**config.mk**
```make
export PLATFORM = sky130hd
export DESIGN_NAME = hazard_sequencer_flat
export DESIGN_NICKNAME = d
export VERILOG_FILES = /design/src/rtl/pipe_ctrl_pkg.sv /design/src/rtl/hazard_sequencer_if.sv /design/src/rtl/load_use_detect.sv /design/src/rtl/hazard_sequencer.sv /design/src/flat_wrapper.sv
export SDC_FILE = /design/constraint.sdc
export NUM_CORES = 1
export LEC_CHECK = 0
export ABC_AREA = 1
export BUFFER_PORTS_ARGS = -buffer_cell sky130_fd_sc_hd__buf_2
export CAP_MARGIN = 15
export CORE_MARGIN = 3
export CORE_UTILIZATION = 45
export DETAILED_ROUTE_END_ITERATION = 16
export HOLD_SLACK_MARGIN = 0.08
export PLACE_DENSITY = 0.72
export SYNTH_ARGS = -nofsm -noshare
export SYNTH_HDL_FRONTEND = slang
export SYNTH_SLANG_ARGS = --single-unit
```
**constraint.sdc**
```tcl
create_clock -name clk -period 1.7 [get_ports clk]
set_clock_uncertainty 0.1 [all_clocks]
set_input_delay 0.255 -clock clk [delete_from_list [all_inputs] [get_ports clk]]
set_output_delay 0.255 -clock clk [all_outputs]
set_load 0.005 [all_outputs]
```
**src/rtl/pipe_ctrl_pkg.sv**
```systemverilog
// Shared types for the pipeline hazard sequencer: controller states, the
// per-stage enable/flush bundle and its canned values.
package pipe_ctrl_pkg;

  typedef enum logic [2:0] {
    RUN      = 3'd0,
    MEM_WAIT = 3'd1,
    DRAIN    = 3'd2,
    HALTED   = 3'd3,
    ERR      = 3'd4
  } state_e;

  typedef struct packed {
    logic pc_en;
    logic if_id_en;
    logic if_id_flush;
    logic id_ex_en;
    logic id_ex_flush;
    logic ex_mem_en;
    logic mem_wb_en;
    logic mem_wb_flush;
  } pipe_ctrl_t;

  localparam logic [1:0] DRAIN_CYCLES = 2'd3;

  localparam pipe_ctrl_t CTRL_RUN      = '{1'b1, 1'b1, 1'b0, 1'b1, 1'b0, 1'b1, 1'b1, 1'b0};
  localparam pipe_ctrl_t CTRL_RESET    = '{1'b0, 1'b0, 1'b1, 1'b0, 1'b1, 1'b0, 1'b0, 1'b1};
  localparam pipe_ctrl_t CTRL_MEMSTALL = '{1'b0, 1'b0, 1'b0, 1'b0, 1'b0, 1'b0, 1'b1, 1'b1};
  localparam pipe_ctrl_t CTRL_BRANCH   = '{1'b1, 1'b1, 1'b1, 1'b1, 1'b1, 1'b1, 1'b1, 1'b0};
  localparam pipe_ctrl_t CTRL_BUBBLE   = '{1'b0, 1'b0, 1'b0, 1'b1, 1'b1, 1'b1, 1'b1, 1'b0};
  localparam pipe_ctrl_t CTRL_IDLE     = '{1'b0, 1'b0, 1'b0, 1'b0, 1'b0, 1'b0, 1'b0, 1'b0};

  // States in which the pipeline is live and memory stalls are honoured.
  function automatic logic is_active(input state_e st);
    return (st == RUN) || (st == MEM_WAIT) || (st == DRAIN);
  endfunction

endpackage

```
**src/rtl/hazard_sequencer_if.sv**
```systemverilog
// Hazard inputs from the datapath and stage enable/flush controls back to it.
interface hazard_sequencer_if #(parameter int CNT_W = 16);

  logic [4:0]       id_rs1;
  logic [4:0]       id_rs2;
  logic             ex_memread;
  logic [4:0]       ex_rd;
  logic             ex_branch_taken;
  logic             mem_req;
  logic             mem_ready;
  logic             halt_req;
  logic             resume;
  logic             pc_en;
  logic             if_id_en;
  logic             if_id_flush;
  logic             id_ex_en;
  logic             id_ex_flush;
  logic             ex_mem_en;
  logic             mem_wb_en;
  logic             mem_wb_flush;
  logic             halted;
  logic             mem_timeout_err;
  logic [CNT_W-1:0] stall_count;

  modport slave (
    input  id_rs1, id_rs2, ex_memread, ex_rd, ex_branch_taken,
           mem_req, mem_ready, halt_req, resume,
    output pc_en, if_id_en, if_id_flush, id_ex_en, id_ex_flush,
           ex_mem_en, mem_wb_en, mem_wb_flush, halted, mem_timeout_err,
           stall_count
  );

  modport master (
    output id_rs1, id_rs2, ex_memread, ex_rd, ex_branch_taken,
           mem_req, mem_ready, halt_req, resume,
    input  pc_en, if_id_en, if_id_flush, id_ex_en, id_ex_flush,
           ex_mem_en, mem_wb_en, mem_wb_flush, halted, mem_timeout_err,
           stall_count
  );

endinterface

```
**src/rtl/load_use_detect.sv**
```systemverilog
// Flags an ID instruction that reads the destination of a load still in EX.
module load_use_detect (
  input  logic [4:0] i_id_rs1,
  input  logic [4:0] i_id_rs2,
  input  logic       i_ex_memread,
  input  logic [4:0] i_ex_rd,
  output logic       o_loaduse
);

  // x0 is never a real dependency
  assign o_loaduse = i_ex_memread && (i_ex_rd != 5'd0) &&
                     ((i_ex_rd == i_id_rs1) || (i_ex_rd == i_id_rs2));

endmodule

```
**src/rtl/hazard_sequencer.sv**
```systemverilog
// Pipeline controller: load-use stalls, branch flushes, data-memory waits with
// timeout trap, and debug halt with back-end drain.
module hazard_sequencer
  import pipe_ctrl_pkg::*;
#(
  parameter int MEM_TIMEOUT = 15,
  parameter int CNT_W       = 16
) (
  input  logic               clk,
  input  logic               rst_n,
  hazard_sequencer_if.slave  bus
);

  localparam int WAIT_W = $clog2(MEM_TIMEOUT + 1);

  state_e              r_state;
  logic                r_ret_drain;
  logic [1:0]          r_drain_cnt;
  logic [WAIT_W-1:0]   r_wait_cnt;
  logic [CNT_W-1:0]    r_stall_count;

  state_e              w_state_nxt;
  logic                w_ret_drain_nxt;
  logic [1:0]          w_drain_nxt;
  logic [WAIT_W-1:0]   w_wait_nxt;
  pipe_ctrl_t          w_ctrl;
  logic                w_halted;
  logic                w_err;
  logic                w_loaduse;
  logic                w_memstall;
  logic                w_eff_drain;
  logic                w_stall_qual;

  load_use_detect u_lud (
    .i_id_rs1     (bus.id_rs1),
    .i_id_rs2     (bus.id_rs2),
    .i_ex_memread (bus.ex_memread),
    .i_ex_rd      (bus.ex_rd),
    .o_loaduse    (w_loaduse)
  );

  assign w_memstall   = bus.mem_req && !bus.mem_ready;
  // A released wait behaves exactly like the state it interrupted
  assign w_eff_drain  = (r_state == DRAIN) || ((r_state == MEM_WAIT) && r_ret_drain);
  assign w_stall_qual = is_active(r_state) && !w_ctrl.pc_en;

  // Next-state and stage-control decode, priority memstall > branch > loaduse > halt
  always_comb begin
    w_state_nxt     = r_state;
    w_ret_drain_nxt = r_ret_drain;
    w_drain_nxt     = r_drain_cnt;
    w_wait_nxt      = r_wait_cnt;
    w_ctrl          = CTRL_RUN;
    w_halted        = 1'b0;
    w_err           = 1'b0;
    case (r_state)
      RUN, MEM_WAIT, DRAIN: begin
        if (w_memstall) begin
          w_ctrl = CTRL_MEMSTALL;
          if (r_wait_cnt == WAIT_W'(MEM_TIMEOUT)) begin
            w_state_nxt = ERR;
          end else begin
            w_state_nxt = MEM_WAIT;
            w_wait_nxt  = r_wait_cnt + WAIT_W'(1);
            if (r_state != MEM_WAIT) begin
              w_ret_drain_nxt = (r_state == DRAIN);
            end else begin
              w_ret_drain_nxt = r_ret_drain;
            end
          end
        end else begin
          w_wait_nxt = '0;
          if (w_eff_drain) begin
            w_ctrl = CTRL_BUBBLE;
            w_drain_nxt = r_drain_cnt - 2'd1;
            if (r_drain_cnt == 2'd1) begin
              w_state_nxt = HALTED;
            end else begin
              w_state_nxt = DRAIN;
            end
          end else if (bus.ex_branch_taken) begin
            w_ctrl      = CTRL_BRANCH;
            w_state_nxt = RUN;
          end else if (w_loaduse) begin
            w_ctrl      = CTRL_BUBBLE;
            w_state_nxt = RUN;
          end else if (bus.halt_req) begin
            w_state_nxt = DRAIN;
            w_drain_nxt = DRAIN_CYCLES;
          end else begin
            w_state_nxt = RUN;
          end
        end
      end
      HALTED: begin
        w_ctrl   = CTRL_IDLE;
        w_halted = 1'b1;
        if (bus.resume) begin
          w_state_nxt = RUN;
        end else begin
          w_state_nxt = HALTED;
        end
      end
      ERR: begin
        w_ctrl = CTRL_IDLE;
        w_err  = 1'b1;
      end
      default: begin
        w_ctrl      = CTRL_IDLE;
        w_state_nxt = ERR;
      end
    endcase
    // Reset overrides the decode immediately, before any clock edge
    if (!rst_n) begin
      w_ctrl   = CTRL_RESET;
      w_halted = 1'b0;
      w_err    = 1'b0;
    end else begin
      w_ctrl   = w_ctrl;
    end
  end

  // State, drain/wait counters and saturating stall counter
  always_ff @(posedge clk or negedge rst_n) begin
    if (!rst_n) begin
      r_state       <= RUN;
      r_ret_drain   <= 1'b0;
      r_drain_cnt   <= 2'd0;
      r_wait_cnt    <= '0;
      r_stall_count <= '0;
    end else begin
      r_state     <= w_state_nxt;
      r_ret_drain <= w_ret_drain_nxt;
      r_drain_cnt <= w_drain_nxt;
      r_wait_cnt  <= w_wait_nxt;
      if (w_stall_qual && (r_stall_count != {CNT_W{1'b1}})) begin
        r_stall_count <= r_stall_count + CNT_W'(1);
      end
    end
  end

  assign bus.pc_en           = w_ctrl.pc_en;
  assign bus.if_id_en        = w_ctrl.if_id_en;
  assign bus.if_id_flush     = w_ctrl.if_id_flush;
  assign bus.id_ex_en        = w_ctrl.id_ex_en;
  assign bus.id_ex_flush     = w_ctrl.id_ex_flush;
  assign bus.ex_mem_en       = w_ctrl.ex_mem_en;
  assign bus.mem_wb_en       = w_ctrl.mem_wb_en;
  assign bus.mem_wb_flush    = w_ctrl.mem_wb_flush;
  assign bus.halted          = w_halted;
  assign bus.mem_timeout_err = w_err;
  assign bus.stall_count     = r_stall_count;

endmodule

```
**src/flat_wrapper.sv**
```systemverilog
// flat-port wrapper written by rule: the top's interface ports become plain ports
module hazard_sequencer_flat import pipe_ctrl_pkg::*;
#(
  parameter int MEM_TIMEOUT = 15,
  parameter int CNT_W       = 16
)
  (clk, rst_n, bus_id_rs1, bus_id_rs2, bus_ex_memread, bus_ex_rd, bus_ex_branch_taken, bus_mem_req, bus_mem_ready, bus_halt_req, bus_resume, bus_pc_en, bus_if_id_en, bus_if_id_flush, bus_id_ex_en, bus_id_ex_flush, bus_ex_mem_en, bus_mem_wb_en, bus_mem_wb_flush, bus_halted, bus_mem_timeout_err, bus_stall_count);
  hazard_sequencer_if #(.CNT_W(CNT_W)) bus_i ();
  input  logic clk;
  input  logic rst_n;
  input wire logic [$bits(bus_i.id_rs1)-1:0] bus_id_rs1;
  input wire logic [$bits(bus_i.id_rs2)-1:0] bus_id_rs2;
  input wire logic [$bits(bus_i.ex_memread)-1:0] bus_ex_memread;
  input wire logic [$bits(bus_i.ex_rd)-1:0] bus_ex_rd;
  input wire logic [$bits(bus_i.ex_branch_taken)-1:0] bus_ex_branch_taken;
  input wire logic [$bits(bus_i.mem_req)-1:0] bus_mem_req;
  input wire logic [$bits(bus_i.mem_ready)-1:0] bus_mem_ready;
  input wire logic [$bits(bus_i.halt_req)-1:0] bus_halt_req;
  input wire logic [$bits(bus_i.resume)-1:0] bus_resume;
  output wire logic [$bits(bus_i.pc_en)-1:0] bus_pc_en;
  output wire logic [$bits(bus_i.if_id_en)-1:0] bus_if_id_en;
  output wire logic [$bits(bus_i.if_id_flush)-1:0] bus_if_id_flush;
  output wire logic [$bits(bus_i.id_ex_en)-1:0] bus_id_ex_en;
  output wire logic [$bits(bus_i.id_ex_flush)-1:0] bus_id_ex_flush;
  output wire logic [$bits(bus_i.ex_mem_en)-1:0] bus_ex_mem_en;
  output wire logic [$bits(bus_i.mem_wb_en)-1:0] bus_mem_wb_en;
  output wire logic [$bits(bus_i.mem_wb_flush)-1:0] bus_mem_wb_flush;
  output wire logic [$bits(bus_i.halted)-1:0] bus_halted;
  output wire logic [$bits(bus_i.mem_timeout_err)-1:0] bus_mem_timeout_err;
  output wire logic [$bits(bus_i.stall_count)-1:0] bus_stall_count;
  assign bus_i.id_rs1 = bus_id_rs1;
  assign bus_i.id_rs2 = bus_id_rs2;
  assign bus_i.ex_memread = bus_ex_memread;
  assign bus_i.ex_rd = bus_ex_rd;
  assign bus_i.ex_branch_taken = bus_ex_branch_taken;
  assign bus_i.mem_req = bus_mem_req;
  assign bus_i.mem_ready = bus_mem_ready;
  assign bus_i.halt_req = bus_halt_req;
  assign bus_i.resume = bus_resume;
  assign bus_pc_en = bus_i.pc_en;
  assign bus_if_id_en = bus_i.if_id_en;
  assign bus_if_id_flush = bus_i.if_id_flush;
  assign bus_id_ex_en = bus_i.id_ex_en;
  assign bus_id_ex_flush = bus_i.id_ex_flush;
  assign bus_ex_mem_en = bus_i.ex_mem_en;
  assign bus_mem_wb_en = bus_i.mem_wb_en;
  assign bus_mem_wb_flush = bus_i.mem_wb_flush;
  assign bus_halted = bus_i.halted;
  assign bus_mem_timeout_err = bus_i.mem_timeout_err;
  assign bus_stall_count = bus_i.stall_count;
  hazard_sequencer #(.MEM_TIMEOUT(MEM_TIMEOUT), .CNT_W(CNT_W)) u_core (.clk(clk), .rst_n(rst_n), .bus(bus_i));
endmodule
```
==> results.sh, run 1 <==
export IMPL_crit_path_start="u_core.r_state[1]"
export IMPL_cp_end_kind="output port"
export IMPL_io_pins=49
export IMPL_grt_pass1_wl_microns=7710
export IMPL_fp_row_count=22
export IMPL_grt_pass1_vias=1733
export IMPL_status="complete, but fails checks"
export IMPL_vdd_drop_max_mv=0.232
export IMPL_r2r_start="u_core.r_state[1]"
export IMPL_dpl_hpwl_microns=3430
export IMPL_p_leak_nw=1.43
export IMPL_syn_nets=295
export IMPL_final_core_util_pct=63.1
export IMPL_grtUsageMet2_pct=32.1
export IMPL_cts_root_buffer="clkbuf_8"
export IMPL_cap_violations=0
export IMPL_switching_share_pct=23.8
export IMPL_busiest_layer="met2"
export IMPL_fp_dieH_microns=69.7
export IMPL_grtUsageMet1_pct=25.9
export IMPL_totalPowerFinal_w=0.00108
export IMPL_ys_seq_area_share_pct=35.7
export IMPL_syn_area_per_cell_sq_um=6.78
export IMPL_numCtsBuffers=3
export IMPL_num_vias=1902
export IMPL_synthFlopType="dfrtp_1"
export IMPL_crit_required_ns=1.34
export IMPL_cts_max_path_buffers=2
export IMPL_clkTransAtPathRegs_ns=0.09
export IMPL_grt_setup_unrepaired="true"
export IMPL_use_met3_pct=3.48
export IMPL_track_usage_pct=19.2
export IMPL_cts_sinks=26
export IMPL_setup_ws_ns=-0.133
export IMPL_rr_endpoint="u_core.bus.stall_count[11]"
export IMPL_tightest_slew_ns=0.590
export IMPL_p_sw_w=0.000257
export IMPL_rr_worst_depth=10
export IMPL_cts_tree="done"
export IMPL_criticalPathCategory="flop to output port"
export IMPL_grt_max_degree=17
export IMPL_start_kind="flop"
export IMPL_intPower_w=0.000824
export IMPL_clock_latency_ns=0.27
export IMPL_crit_fanout=5
export IMPL_grt_antenna_before_repair=0
export IMPL_p_clk_share_pct=32.8
export IMPL_antenna_left=0
export IMPL_r2r_setup_slack_ns=-0.04
export IMPL_die_area_sq_mm=0.00485
export IMPL_dieWidth_microns=69.7
export IMPL_power_frac_comb_pct=10.0
export IMPL_setup_viol=19
export IMPL_syn_area_sq_mm=0.00182
export IMPL_final_period_utilization_pct=108
export IMPL_synth_cells=269
export IMPL_layout_drive_gt1_share_pct=27.7
export IMPL_ys_async_sr_fraction_pct=100
export IMPL_fillCellCount=357
export IMPL_whs_ns=0.197
export IMPL_area_growth_pct=30.4
export IMPL_place_congestion=0.927
export IMPL_powerDensity_mw_per_mm2=455
export IMPL_timing_final_crit_period_ns=1.83
export IMPL_synth_cell_types=28
export IMPL_wl_microns=4540
export IMPL_wire_per_inst_microns=11.6
export IMPL_grt_ovfl_total=0
export IMPL_io_buffers=48
export IMPL_drt_initial_drc_count=126
export IMPL_cp_arrival_ns=1.48
export IMPL_endpoint="bus_if_id_en"
export IMPL_synth_edff_count=0
export IMPL_core_sq_mm=0.00377
export IMPL_firstDrtPassIters=4
export IMPL_yosys_warnings=0
export IMPL_fmax_mhz=546
export IMPL_drc=0
export IMPL_start_util_pct=48.4
export IMPL_violations="negative setup slack"
export IMPL_fin_nets=371
export IMPL_timing_slew_headroom_pct=60.5
export IMPL_synth_seq_cells=26
export IMPL_diodes=0
export IMPL_seq_power_share_pct=57.1
export IMPL_avgViaCountPerCell=4.86
export IMPL_cts_max_level=1
export IMPL_finalMaxSlewViolations=0
export IMPL_hold_viol_final=0
export IMPL_worstHoldPathType="input port to flop"
## flip-flops by register name, indices dropped and copies added, names as in the netlist
signal                  count
u_core.r_state              3
u_core.r_wait_cnt           4
u_core.r_drain_cnt          2
u_core.bus.stall_count     16
u_core.r_ret_drain          1
## worst min path at each step
stage / start / to / slack [ns] / cells after the start
3_5_place_dp: rst_n / u_core.r_wait_cnt[0] / 0.17 / 2
3_3_place_gp: rst_n / u_core.r_wait_cnt[0] / 0.17 / 2
2_1_floorplan: rst_n / u_core.bus.stall_count[0] / -0.14 / 0
5_1_grt: bus_resume / u_core.r_state[1] / 0.23 / 3
6_report: bus_resume / u_core.r_state[1] / 0.20 / 3
4_1_cts: bus_resume / u_core.r_state[1] / 0.20 / 3
## cell usage in the layout (no fill, tap or decap), drive strengths merged
master       instances
a21oi                5
a32o                 1
buf                 74
clkbuf               3
dfrtp               26
dlygate4sd3          2
ha                   3
inv                 42
nand2               95
nand3               31
nand3b               3
nand4                4
nor2                21
nor3                 5
nor4                 1
o21ai                9
o31ai                1
or2                  1
or3                  1
xnor2                7
xor2                 8
## critical path, stage by stage, from the launching register on
cell and delay, ns:
dfrtp_1 0.43, nand2_2 0.10, nand2_2 0.09, inv_2 0.09, nand2_4 0.06, nor3_2 0.17, nand2_2 0.11, inv_2 0.06
buf_2 0.10
## per-layer routing
metal | vias to the layer above | wire length [microns]
li1 | 989 | -
met1 | 855 | 2100
met2 | 56 | 2100
met3 | 2 | 319
met4 | 0 | 21
met5 | - | 0
## area by class of cell
type | instances | area (sq um) | share of cell area (%)
repair buffers | 76 | 468 | 19.7
clock buffers | 3 | 41.3 | 1.74
multi-input cells | 196 | 998 | 42.0
well taps | 48 | 60.1 | 2.52
flip-flops and latches | 26 | 651 | 27.4
inverters | 42 | 160 | 6.73
## metrics by stage
step                      std cells  TNS, ns  area, sq um  setup slack, ns
after global routing            391    -2.29         2380           -0.199
after CTS                       389   -0.278         2350          -0.0863
after detailed placement        378        0         2240           0.0511
after global placement          378        0         2240           0.0887
final                           391   -0.870         2380           -0.133
after floorplan                 269        0         1840           0.0117
## cells in the mapped netlist, types with 4 or more instances
cell | count | area share, %
a21oi_1 | 5 | 1.4
dfrtp_1 | 26 | 36
inv_1 | 37 | 7.6
inv_2 | 5 | 1.0
nand2_1 | 91 | 19
nand3_1 | 31 | 8.5
nand4_1 | 4 | 1.4
nor2_1 | 20 | 4.1
o21ai_0 | 7 | 1.9
xnor2_1 | 7 | 3.4
xor2_1 | 8 | 3.8
## logic make-up after synthesis
logic type | count (synthesis) | synth area share (%)
flops | 26 | 35.7
xor+xnor | 15 | 7.20
simple gates | 162 | 39.2
compound gates | 16 | 5.21
buf+inv | 47 | 10.6
fa+ha+maj | 3 | 2.06
## power by group through the flow
| stage | Sequential [W] | Combinational (W) | Clock [W] |
|---|---|---|---|
| floorplan | 0.000630 | 0.0000425 | 0 |
| global placement | 0.000630 | 0.000104 | 0 |
| detailed placement | 0.000630 | 0.000105 | 0 |
| CTS | 0.000618 | 0.000111 | 0.000359 |
| global route | 0.000618 | 0.000125 | 0.000380 |
| finish | 0.000618 | 0.000108 | 0.000355 |
## timing repair
action / 4_1_cts / 5_1_grt
hold endpoints to repair: 12 / 0
setup endpoints to repair: 6 / 22
resized for setup: 2 / 2
hold buffers: 2 / 0
buffers inserted: 6 / 2
pin swaps: 4 / 3
Note: power is estimated with default switching activity, not from simulation.
==> run 2, diff against run 1 <==
--- a/config.mk
+++ b/config.mk
@@ -8,6 +8,7 @@
 export ABC_AREA = 1
 export BUFFER_PORTS_ARGS = -buffer_cell sky130_fd_sc_hd__buf_2
 export CAP_MARGIN = 15
+export CORE_ASPECT_RATIO = 0.6
 export CORE_MARGIN = 3
 export CORE_UTILIZATION = 45
 export DETAILED_ROUTE_END_ITERATION = 16
==> run 2 against run 1 <==
Largest power group unchanged. Non-clock buffer count down 2. The run still ends with negative setup slack left. Register-to-register slack better by 0.11 ns. Critical endpoint is now bus_if_id_flush. Maximum frequency about the same. Global-route usage up 0.21 points. Highest routed layer is now met3. Total power up 0.73%.
==> results.sh, run 2 (synthesized netlist as in run 1, its figures left out) <==
export IMPL_diodes=0
export IMPL_layout_common_cells="nand2_1, buf_2, inv_1"
export IMPL_die_area_sq_mm=0.00488
export IMPL_area_growth_pct=30.7
export IMPL_r2r_setup_slack_ns=0.07
export IMPL_wl_met1_microns=2450
export IMPL_endpoint="bus_if_id_flush"
export IMPL_grt_pass1_vias=1686
export IMPL_wl_met2_microns=1940
export IMPL_crit_path_start="u_core.r_state[2]"
export IMPL_crit_fanout=4
export IMPL_start_util_pct=48.2
export IMPL_grt_antenna_before_repair=0
export IMPL_fp_row_count=17
export IMPL_dpl_hpwl_microns=3530
export IMPL_layout_drive_gt1_share_pct=28.2
export IMPL_wl_met3_microns=290
export IMPL_io_buffers=48
export IMPL_timing_slew_headroom_pct=78.1
export IMPL_drt_initial_drc_count=142
export IMPL_core_sq_mm=0.00379
export IMPL_cp_num_buf_inv=3
export IMPL_grt_pass1_wl_microns=7710
export IMPL_rr_worst_depth=9
export IMPL_final_core_util_pct=63.0
export IMPL_vdd_drop_max_mv=0.269
export IMPL_cap_violations=0
export IMPL_setup_ws_ns=-0.133
export IMPL_wl_microns=4680
export IMPL_cts_max_path_buffers=2
export IMPL_rr_endpoint="u_core.bus.stall_count[1]"
export IMPL_max_stage_delay_ns=0.42
export IMPL_critPathTopFamily="flip-flops"
export IMPL_worstHoldPathType="input port to flop"
export IMPL_fin_nets=369
export IMPL_criticalPathCategory="flop to output port"
export IMPL_status="complete, but fails checks"
export IMPL_setup_tns_ns=-0.500
export IMPL_place_congestion=0.815
export IMPL_track_usage_pct=19.4
export IMPL_violations="negative setup slack"
export IMPL_firstDrtPassIters=4
export IMPL_cp_depth=6
export IMPL_path_cells="inv_2 -> nand3b_1 -> o21ai_4 -> buf_4 -> o31ai_2 -> buf_2"
export IMPL_start_kind="flop"
export IMPL_grt_max_degree=22
export IMPL_finalMaxSlewViolations=0
export IMPL_r2r_start="u_core.r_state[2]"
export IMPL_io_pins=49
export IMPL_grt_setup_unrepaired="true"
export IMPL_slowest_stage="dfrtp_1"
export IMPL_drc=0
export IMPL_largest_register_ffs=16
export IMPL_clkTransAtPathRegs_ns=0.08
export IMPL_cts_tree="done"
export IMPL_fp_dieH_microns=55.3
export IMPL_hold_viol_final=0
export IMPL_highest_layer="met3"
export IMPL_tightest_slew_ns=0.325
export IMPL_grt_ovfl_total=0
export IMPL_timing_final_crit_period_ns=1.83
export IMPL_powerDensity_mw_per_mm2=457
export IMPL_p_leak_nw=1.43
export IMPL_final_period_utilization_pct=108
export IMPL_numCtsBuffers=3
export IMPL_cts_max_level=1
export IMPL_wire_per_inst_microns=12.1
export IMPL_cp_end_kind="output port"
export IMPL_setup_viol=4
export IMPL_fillCellCount=344
export IMPL_num_vias=1905
export IMPL_dieWidth_microns=88.2
export IMPL_crit_required_ns=1.34
export IMPL_avgViaCountPerCell=4.91
export IMPL_fmax_mhz=546
export IMPL_final_common_cell="nand2_1"
export IMPL_cp_arrival_ns=1.48
export IMPL_clock_latency_ns=0.28
export IMPL_cts_sinks=26
export IMPL_cts_root_buffer="clkbuf_8"
export IMPL_antenna_left=0
export IMPL_totalPowerFinal_w=0.00109
run 2: layout make-up:
cell class	count	area (sq um)	share of cell area (%)
Multi-Input combinational cell	196	1030	43.1
Sequential cell	26	651	27.3
Timing Repair Buffer	74	444	18.6
Inverter	42	163	6.82
Tap cell	47	58.8	2.47
Clock buffer	3	41.3	1.73
run 2: power by group:
group          internal [W]  leakage, nW  switching, W
combinational     0.0000487         1.06     0.0000639
sequential         0.000618        0.348             0
clock              0.000159       0.0216      0.000200
run 2: worst min path at each step:
| stage | to | startpoint | depth (start not counted) |
|---|---|---|---|
| after floorplan | u_core.bus.stall_count[0] | rst_n | 0 |
| after global placement | u_core.r_state[1] | rst_n | 2 |
| after detailed placement | u_core.r_drain_cnt[0] | rst_n | 2 |
| after CTS | u_core.r_state[1] | bus_resume | 3 |
| after global routing | u_core.r_state[1] | bus_resume | 3 |
| final | u_core.r_state[1] | bus_resume | 3 |
run 2: what timing repair did:
action	in CTS	in global routing
setup buffers	5	3
pin swaps	4	2
endpoints found under the hold margin	5	5
resized for setup	4	10
setup endpoints to repair	7	23
hold buffers	1	2
run 2: per-layer routing:
metal	GRT usage [%]	up-vias
met2	27.7	54
met5	0	-
met3	4.47	0
li1	-	988
met4	1.29	0
met1	30.7	863
run 2: worst register-to-register path: stages (launching register included):
cell and delay (ns):
dfrtp_1 0.42, inv_2 0.11, nand3b_1 0.15, o21ai_4 0.22
nor3_4 0.05, nand2_2 0.11, buf_4 0.15, nand2_8 0.09
nand2_1 0.09, nand2_1 0.05
run 2: through the flow:
stage / setup slack [ns] / std cells / hold slack (ns) / cell area (sq um)
2_1_floorplan: 0.0117 / 269 / -0.141 / 1840
3_3_place_gp: 0.0952 / 375 / 0.111 / 2210
3_5_place_dp: 0.0318 / 375 / 0.102 / 2210
4_1_cts: -0.139 / 384 / 0.181 / 2320
5_1_grt: -0.225 / 388 / 0.197 / 2380
6_report: -0.133 / 388 / 0.184 / 2380
